**src/rtl/uart_tx_arbiter_if.sv**
```systemverilog
// ============================================================================
// Module  : uart_tx_arbiter_if
// Brief   : Requester-side and uart_tx-side signal bundle for uart_tx_arbiter.
// Revision: 1.0 - initial release
// ============================================================================
`default_nettype none

interface uart_tx_arbiter_if #(
  parameter int NUM_REQ = 4
);
  localparam int GW = $clog2(NUM_REQ);

  logic [NUM_REQ-1:0]   req;
  logic [NUM_REQ*8-1:0] req_data;
  logic [NUM_REQ-1:0]   ack;
  logic                 err;
  logic                 busy;
  logic [GW-1:0]        grant_id;
  logic                 tx_start;
  logic [7:0]           tx_din;
  logic                 tx_done;

  // master: requesters plus the uart_tx; slave: the arbiter
  modport master (
    output req, req_data, tx_done,
    input  ack, err, busy, grant_id, tx_start, tx_din
  );

  modport slave (
    input  req, req_data, tx_done,
    output ack, err, busy, grant_id, tx_start, tx_din
  );
endinterface

`default_nettype wire

```
**src/rtl/uart_tx_arbiter.sv**
```systemverilog
// ============================================================================
// Module  : uart_tx_arbiter
// Brief   : Round-robin arbiter sharing one uart_tx among NUM_REQ requesters,
//           with a tx_done timeout that aborts a stalled transfer.
// Revision: 1.0 - initial release
// ============================================================================
`default_nettype none

module uart_tx_arbiter #(
  parameter int NUM_REQ      = 4,
  parameter int TIMEOUT_CLKS = 400
) (
  input  wire logic         clk,
  input  wire logic         rstn,
  uart_tx_arbiter_if.slave  bus
);

  localparam int             GW        = $clog2(NUM_REQ);
  localparam logic [GW:0]    c_NUM     = (GW+1)'(NUM_REQ);
  localparam logic [15:0]    c_TO_LAST = 16'(TIMEOUT_CLKS - 1);
  localparam logic [GW-1:0]  c_LAST_RST = GW'(NUM_REQ - 1);

  typedef enum logic [1:0] {
    S_IDLE   = 2'd0,
    S_LAUNCH = 2'd1,
    S_WAIT   = 2'd2,
    S_DONE   = 2'd3
  } state_t;

  state_t             r_state;
  state_t             w_next;
  logic [GW-1:0]      r_grant;
  logic [GW-1:0]      r_last;
  logic [7:0]         r_din;
  logic [15:0]        r_cnt;
  logic               r_err;

  logic [GW-1:0]      w_winner;
  logic               w_found;
  logic [GW:0]        w_idx;
  logic [NUM_REQ-1:0] w_ack;
  logic               w_tx_start;
  logic               w_busy;
  logic               w_err;
  logic               w_timeout;
  logic [7:0]         w_bytes [NUM_REQ];

  generate
    for (genvar gi = 0; gi < NUM_REQ; gi++) begin : g_unpack
      assign w_bytes[gi] = bus.req_data[8*gi +: 8];
    end
  endgenerate

  // Search starts one past the last winner; one subtraction suffices for wrap
  always_comb begin
    w_winner = '0;
    w_found  = 1'b0;
    w_idx    = '0;
    for (int k = 0; k < NUM_REQ; k++) begin
      w_idx = {1'b0, r_last} + (GW+1)'(k + 1);
      if (w_idx >= c_NUM) begin
        w_idx = w_idx - c_NUM;
      end
      if (!w_found && bus.req[w_idx[GW-1:0]]) begin
        w_found  = 1'b1;
        w_winner = w_idx[GW-1:0];
      end
    end
  end

  assign w_timeout = (r_cnt == c_TO_LAST);

  always_ff @(posedge clk or negedge rstn) begin
    if (!rstn) begin
      r_state <= S_IDLE;
    end else begin
      r_state <= w_next;
    end
  end

  always_comb begin
    w_next     = r_state;
    w_ack      = '0;
    w_tx_start = 1'b0;
    w_busy     = 1'b1;
    w_err      = 1'b0;
    case (r_state)
      S_IDLE: begin
        w_busy = 1'b0;
        if (w_found) begin
          w_next = S_LAUNCH;
        end
      end
      S_LAUNCH: begin
        w_tx_start = 1'b1;
        w_next     = S_WAIT;
      end
      S_WAIT: begin
        if (bus.tx_done || w_timeout) begin
          w_next = S_DONE;
        end
      end
      S_DONE: begin
        w_ack[r_grant] = 1'b1;
        w_err          = r_err;
        w_next         = S_IDLE;
      end
      default: begin
        w_next = S_IDLE;
      end
    endcase
  end

  always_ff @(posedge clk or negedge rstn) begin
    if (!rstn) begin
      r_grant <= '0;
      r_last  <= c_LAST_RST;
      r_din   <= '0;
      r_cnt   <= '0;
      r_err   <= 1'b0;
    end else begin
      case (r_state)
        S_IDLE: begin
          if (w_found) begin
            r_grant <= w_winner;
            r_din   <= w_bytes[w_winner];
          end
        end
        S_LAUNCH: begin
          r_cnt <= '0;
          r_err <= 1'b0;
        end
        S_WAIT: begin
          r_cnt <= r_cnt + 16'd1;
          // tx_done arriving on the timeout cycle still counts as success
          if (!bus.tx_done && w_timeout) begin
            r_err <= 1'b1;
          end
        end
        S_DONE: begin
          r_last <= r_grant;
        end
        default: begin
          r_cnt <= '0;
        end
      endcase
    end
  end

  assign bus.ack      = w_ack;
  assign bus.err      = w_err;
  assign bus.busy     = w_busy;
  assign bus.tx_start = w_tx_start;
  assign bus.grant_id = r_grant;
  assign bus.tx_din   = r_din;

endmodule

`default_nettype wire

```
**src/flat_wrapper.sv**
```systemverilog
// flat-port wrapper written by rule: the top's interface ports become plain ports
module uart_tx_arbiter_flat 
#(
  parameter int NUM_REQ      = 4,
  parameter int TIMEOUT_CLKS = 400
)
  (clk, rstn, bus_req, bus_req_data, bus_tx_done, bus_ack, bus_err, bus_busy, bus_grant_id, bus_tx_start, bus_tx_din);
  uart_tx_arbiter_if #(.NUM_REQ(NUM_REQ)) bus_i ();
  input  wire logic clk;
  input  wire logic rstn;
  input wire logic [$bits(bus_i.req)-1:0] bus_req;
  input wire logic [$bits(bus_i.req_data)-1:0] bus_req_data;
  input wire logic [$bits(bus_i.tx_done)-1:0] bus_tx_done;
  output wire logic [$bits(bus_i.ack)-1:0] bus_ack;
  output wire logic [$bits(bus_i.err)-1:0] bus_err;
  output wire logic [$bits(bus_i.busy)-1:0] bus_busy;
  output wire logic [$bits(bus_i.grant_id)-1:0] bus_grant_id;
  output wire logic [$bits(bus_i.tx_start)-1:0] bus_tx_start;
  output wire logic [$bits(bus_i.tx_din)-1:0] bus_tx_din;
  assign bus_i.req = bus_req;
  assign bus_i.req_data = bus_req_data;
  assign bus_i.tx_done = bus_tx_done;
  assign bus_ack = bus_i.ack;
  assign bus_err = bus_i.err;
  assign bus_busy = bus_i.busy;
  assign bus_grant_id = bus_i.grant_id;
  assign bus_tx_start = bus_i.tx_start;
  assign bus_tx_din = bus_i.tx_din;
  uart_tx_arbiter #(.NUM_REQ(NUM_REQ), .TIMEOUT_CLKS(TIMEOUT_CLKS)) u_core (.clk(clk), .rstn(rstn), .bus(bus_i));
endmodule
```
**config.mk**
```make
export PLATFORM = sky130hd
export DESIGN_NAME = uart_tx_arbiter_flat
export DESIGN_NICKNAME = d
export VERILOG_FILES = /design/src/rtl/uart_tx_arbiter_if.sv /design/src/rtl/uart_tx_arbiter.sv /design/src/flat_wrapper.sv
export SDC_FILE = /design/constraint.sdc
export NUM_CORES = 1
export LEC_CHECK = 0
export ABC_AREA = 1
export ABC_CLOCK_PERIOD_IN_PS = 3000
export CAP_MARGIN = 20
export CORE_UTILIZATION = 53
export CTS_CLUSTER_DIAMETER = 200
export DETAILED_ROUTE_END_ITERATION = 8
export PLACE_DENSITY_LB_ADDON = 0.05
export RECOVER_POWER = 100
export SLEW_MARGIN = 40
export SYNTH_ARGS = -nofsm -noshare
export SYNTH_HDL_FRONTEND = slang
export SYNTH_SLANG_ARGS = --single-unit
export TNS_END_PERCENT = 50
```
**constraint.sdc**
```tcl
create_clock -name clk -period 3 [get_ports clk]
set_input_delay 0.6 -clock clk [delete_from_list [all_inputs] [get_ports clk]]
set_output_delay 0.6 -clock clk [all_outputs]
set_load 0.05 [all_outputs]
```
# --- Yosys cells after proc, flatten, opt, wreduce, memory -nomap -nowiden ---
# Index checks and enable logic that the tools add are counted.
totals:
  wordCells: 84
  reg_bits: 31
classes:
  addsub: 9
  eq_ne: 7
  mux: 35
  bitwise: 1
  n_reduce_logical: 15
  magnitude_cmp: 11
op_table:
  columns: ["operator", "count"]
  rows:
  - ["$pmux 16 s2", 1]
  - ["$mux 2", 10]
  - ["$add 16x1->16 const B", 1]
  - ["$bmux 8 s2", 1]
  - ["$eq 16x9->1 const B", 1]
  - ["$mux 8", 2]
  - ["$ge 3x3->1 const B", 5]
  - ["$lt 2x3->1 const B", 5]
  - ["$mux 1", 13]
  - ["$bmux 1 s2", 4]
  - ["$pmux 2 s4", 1]
  - ["$sub 2x1->2 const B", 4]
  - ["$add 2x2->3 const B", 2]
  - ["$ne 2x1->1 const B", 3]
  - ["$reduce_and 2->1", 3]
  - ["$logic_and 1x1->1", 5]
  - ["$eq 2x2->1 const B", 2]
  - ["$logic_not 1->1", 4]
  - ["$mux 4", 1]
  - ["$add 2x1->3 const B", 1]
  - ["$add 2x3->3 const B", 1]
  - ["$not 2->3", 1]
  - ["$demux 1 s2", 1]
  - ["$eq 2x1->1 const B", 1]
  - ["other kinds (5)", 5]

# --- Depth between registers and ports, before layout ---
depth:
  ltp_word: 19
  ltp_mapped: 17
  ltp_nobuf: 15

# --- Worst setup path after synthesis ---
# Ideal clock, no wire load.
synth_timing:
  path_type: "reg2out"
  from: "register u_core.r_grant[1], in the netlist u_core.bus.grant_id[1]"
  to: "output port bus_ack[2]"
  stages_incl_launch_ff: 3
  slack_ps: 926
  arrival_ps: 1474
  path_cell_list: "dfrtp_1 > nand2_1 > nor2_1"
synth_between:
  elab_chain_len: 5
synth_rtl:
  columns: ["element", "line_no", "rtl"]
  rows:
  - ["start, declared", "uart_tx_arbiter.sv:32", "logic [GW-1:0] r_grant;"]
  - ["start signal, assigned", "uart_tx_arbiter.sv:125", "r_grant <= w_winner;"]
  - ["$lt 2x3->1 (implied by the code) / $ge 2x1->1 (equally long branches)", "uart_tx_arbiter.sv:104", "w_ack[r_grant] = 1'b1;"]
  - ["$logic_and 1x1->1 (implied by the code)", "uart_tx_arbiter.sv:104", null]
  - ["$mux 1 (implied by the code)", "uart_tx_arbiter.sv:104", null]
  - ["$demux 1 s2 *", null, null]
  - ["$mux 4 *", "uart_tx_arbiter.sv:87", "case (r_state)"]
  - ["end, declared", "flat_wrapper.sv:14", "output wire logic [$bits(bus_i.ack)-1:0] bus_ack;"]
# Mark *: on every way between the ends. The rest lies on a longest branch, timed or not.

# --- Worst setup path in the final report ---
layout_timing:
  from: "register u_core.r_state[1]"
  to: "output port bus_ack[3]"
layout_between:
  elab_chain_len: 2
layout_rtl:
  columns: ["element", "line_no", "rtl"]
  rows:
  - ["start, declared", "uart_tx_arbiter.sv:30", "state_t r_state;"]
  - ["start signal, assigned", "uart_tx_arbiter.sv:77", "r_state <= w_next;"]
  - ["$eq 2x2->1", "uart_tx_arbiter.sv:87", null]
  - ["$mux 4", "uart_tx_arbiter.sv:87", null]
# Every way passes these cells.

==> flow_metrics.py <==
metrics = {
    "route": {
        "wl_met1_um": 2300,
        "drc": 0,
        "first_pass_iters": 4,
        "wl_per_cell_um": 11.6,
        "ant_nets": 0,
        "vias": 2117,
        "viasPerCell": 4.97,
        "drt_wl_total_um": 4950,
        "routed.top_layer": "met4",
        "wl_met3_um": 321,
        "wl_met2_um": 2240,
        "drtIter0Drc": 241,
    },
    "clocking": {
        "cts_tree": "built",
        "ctsResizeCount": 0,
        "clockBufferDepth": 2,
        "cts_hold_buf": 0,
        "clk_pin_slew_worst_paths_ps": 60,
        "root_buffer": "clkbuf_8",
        "insertion_delay_ps": 280,
        "cts_made_buffers": 5,
        "htreeDepth": 2,
        "cts_setup_buffers": 0,
        "cts_sinks": 31,
    },
    "status": {
        "status": "complete, but fails checks",
        "violations": "max-capacitance violations, max-slew violations",
    },
    "synthesis": {
        "yosys.area_share.adder": 0.0348,
        "synth_top_family_by_area": "simple AND/OR/NAND/NOR gates",
        "synth-compound-area-share": 0.0753,
        "synth-simple-area-share": 0.405,
        "syn_avg_cell_area_um2": 6.75,
        "synth-xor-area-share": 0,
        "synth-seq-area-share": 0.360,
        "synth.largest_area_cell": "dfrtp_1",
        "syn_area_um2": 2160,
        "ys_types": 33,
        "ys_ff_latch": 31,
        "syn_inst": 320,
        "muxShareOfSynthArea": 0,
        "synth_top_area_frac": 0.336,
        "ys.warnings.count": 0,
        "synth_fp_nets": 365,
        "yosys-top-cells-area": "dfrtp_1, nand2_1, nand3_1, inv_1, nor2_1",
    },
    "sta": {
        "fin_worst_skew_ps": 5.79,
        "finalCritPeriodShare": 0.867,
        "tns_ps": 0,
        "setup_viol": 0,
        "fmaxAchievable_ghz": 0.385,
        "slew_viol_final": 32,
        "hold_viol": 0,
        "finalCriticalPeriod_ps": 2600,
        "worst_pin_slew_ps": 1650,
        "timing.slew.headroom": -0.100,
        "rsz0062_at_grt": "false",
    },
    "placement": {
        "dpl-instance-area_um2": 2730,
        "place_hpwl_um": 3700,
        "io_buffers": 55,
        "place.gp.congestion": 0.830,
    },
    "worst_setup_path": {
        "crit_chain": "ha_1 -> nand2_1 -> nor2_1 -> dlygate4sd3_1",
        "critPathBufInv": 1,
        "worstPathMaxFanout": 6,
        "critical_path_class": "register to output port",
        "critical_path.slowest_cell": "dlygate4sd3_1",
        "worstSetupPathDepth": 4,
        "cp_data_arrival_time_ps": 2000,
        "startpoint_type": "register",
        "worstSetupEndpointType": "output port",
        "worstRegToRegCells": 12,
        "critPathTopFamily": "buffers and inverters",
        "cp.required_ps": 2400,
        "slowest_delay_ps": 880,
    },
    "worst_hold_path": {
        "whs_path_depth": 2,
        "hp-class": "register to register",
    },
    "power_and_ir_drop": {
        "p_int_uw": 1330,
        "ir_drop_mv": 0.819,
        "p_leak_uw": 0.00141,
        "p_sw_uw": 1490,
        "switching_share": 0.528,
        "p_per_area_nw_per_um2": 1010,
        "power_frac_comb": 0.644,
        "seqPwrFrac": 0.232,
        "pwr-share-clk": 0.124,
    },
    "floorplan": {
        "core_um2": 3770,
        "die_x_um": 65.8,
        "ios": 56,
        "start_util": 0.573,
        "rows": 22,
        "die_area_um2": 4330,
        "die_y_um": 65.8,
    },
    "finish": {
        "multiInputGateArea_um2": 1090,
        "syn2layout_area_growth_pct": 29.8,
        "final_common_cell": "nand2_1",
        "finalNetCount": 422,
        "fin_area_um2": 2800,
        "diodes": 0,
        "seqCellArea_um2": 778,
        "drive_above_1_share": 0.0661,
        "n_fill_cell": 303,
        "final_cell_mix": "nand2_1, inv_1, nand3_1, clkdlybuf4s50_1, dfrtp_1",
    },
    "global_routing": {
        "antenna_found_initial": 0,
        "grt_pass1_wl_um": 8410,
        "grt_pass1_vias": 1930,
        "grt_max_degree": 32,
        "gr-total-overflow": 0,
        "track_usage": 0.254,
    },
    "flow_run": {
        "maxCapViolCount": 1,
    },
}
routing by layer:
layer,GRT usage,vias up
met2,0.420,62
met3,0.0379,7
met5,0,-
met4,0.111,0
met1,0.329,930
li1,-,1118
Yosys cell counts (all sizes together):
master,n
o31ai,1
dfstp,2
ha,6
nand3,44
a21oi,12
clkbuf,1
nor2,28
inv,54
buf,7
a31oi,1
nand2,99
nand4,4
o21bai,1
nor3,8
o21ai,11
nor3b,1
or2,6
a21boi,1
o21a,2
nor4,2
dfrtp,29
worst reg2reg max path, stage by stage (launching register included):
cell and delay [ps]:
dfstp_1 710, inv_6 100, nand2_1 70, nand2_1 60, nand2_1 100, nand2_1 110
nor2_4 100, nand3_1 130, nand2_2 200, nand2_2 270, or2_2 370, nand3_1 70
nand3_1 70
layout make-up:
cell class / count / share of cell area
tap: 48 / 0.0214
inverter: 54 / 0.0750
timing repair buffer: 58 / 0.202
clock buffer: 8 / 0.0357
multi-input combinational: 227 / 0.389
sequential: 31 / 0.278
per-stage QoR:
step	util	total power [uW]	std cells	setup WS, ps	hold slack (ps)
5_1_grt	0.744	3080	426	259	521
6_report	0.744	2830	426	400	492
3_3_place_gp	0.725	2520	418	424	461
3_5_place_dp	0.725	2550	418	333	481
2_1_floorplan	-	2120	320	926	304
4_1_cts	0.751	2910	426	435	497
power by group through the flow:
| stage | Sequential, uW | Combinational, uW | Clock (uW) |
|---|---|---|---|
| floorplan | 841 | 1280 | 0 |
| global placement | 663 | 1850 | 0 |
| detailed placement | 666 | 1880 | 0 |
| CTS | 658 | 1890 | 362 |
| global route | 672 | 2030 | 377 |
| finish | 655 | 1820 | 352 |
worst paths after layout:
kind                                                       start                                 end  slack (ps)
worst max-delay path               u_core.r_state[1]$_DFFE_PN0P_                          bus_ack[3]         400
worst min-delay path            u_core.bus.tx_din[0]$_DFFE_PN0P_    u_core.bus.tx_din[0]$_DFFE_PN0P_         490
worst max register to register      u_core.r_last[0]$_DFFE_PN1P_    u_core.bus.tx_din[6]$_DFFE_PN0P_         510
worst min register to register  u_core.bus.tx_din[0]$_DFFE_PN0P_    u_core.bus.tx_din[0]$_DFFE_PN0P_         490
max in group asynchronous                                   rstn  u_core.bus.grant_id[0]$_DFFE_PN0P_         760
min in group asynchronous                                   rstn         u_core.r_cnt[0]$_DFFE_PN0P_        1280
kinds of logic after synthesis:
kind of cell / after synthesis
buf+inv: 62
fa+ha+maj: 6
simple gates: 192
compound gates: 29
flops: 31
sequential cells by signal, summed over array words and instances (netlist names):
signal / flops
u_core.r_cnt: 16
u_core.bus.tx_din: 8
u_core.bus.grant_id: 2
u_core.r_last: 2
u_core.r_state: 2
u_core.r_err: 1
(Power assumes the default switching activity.)
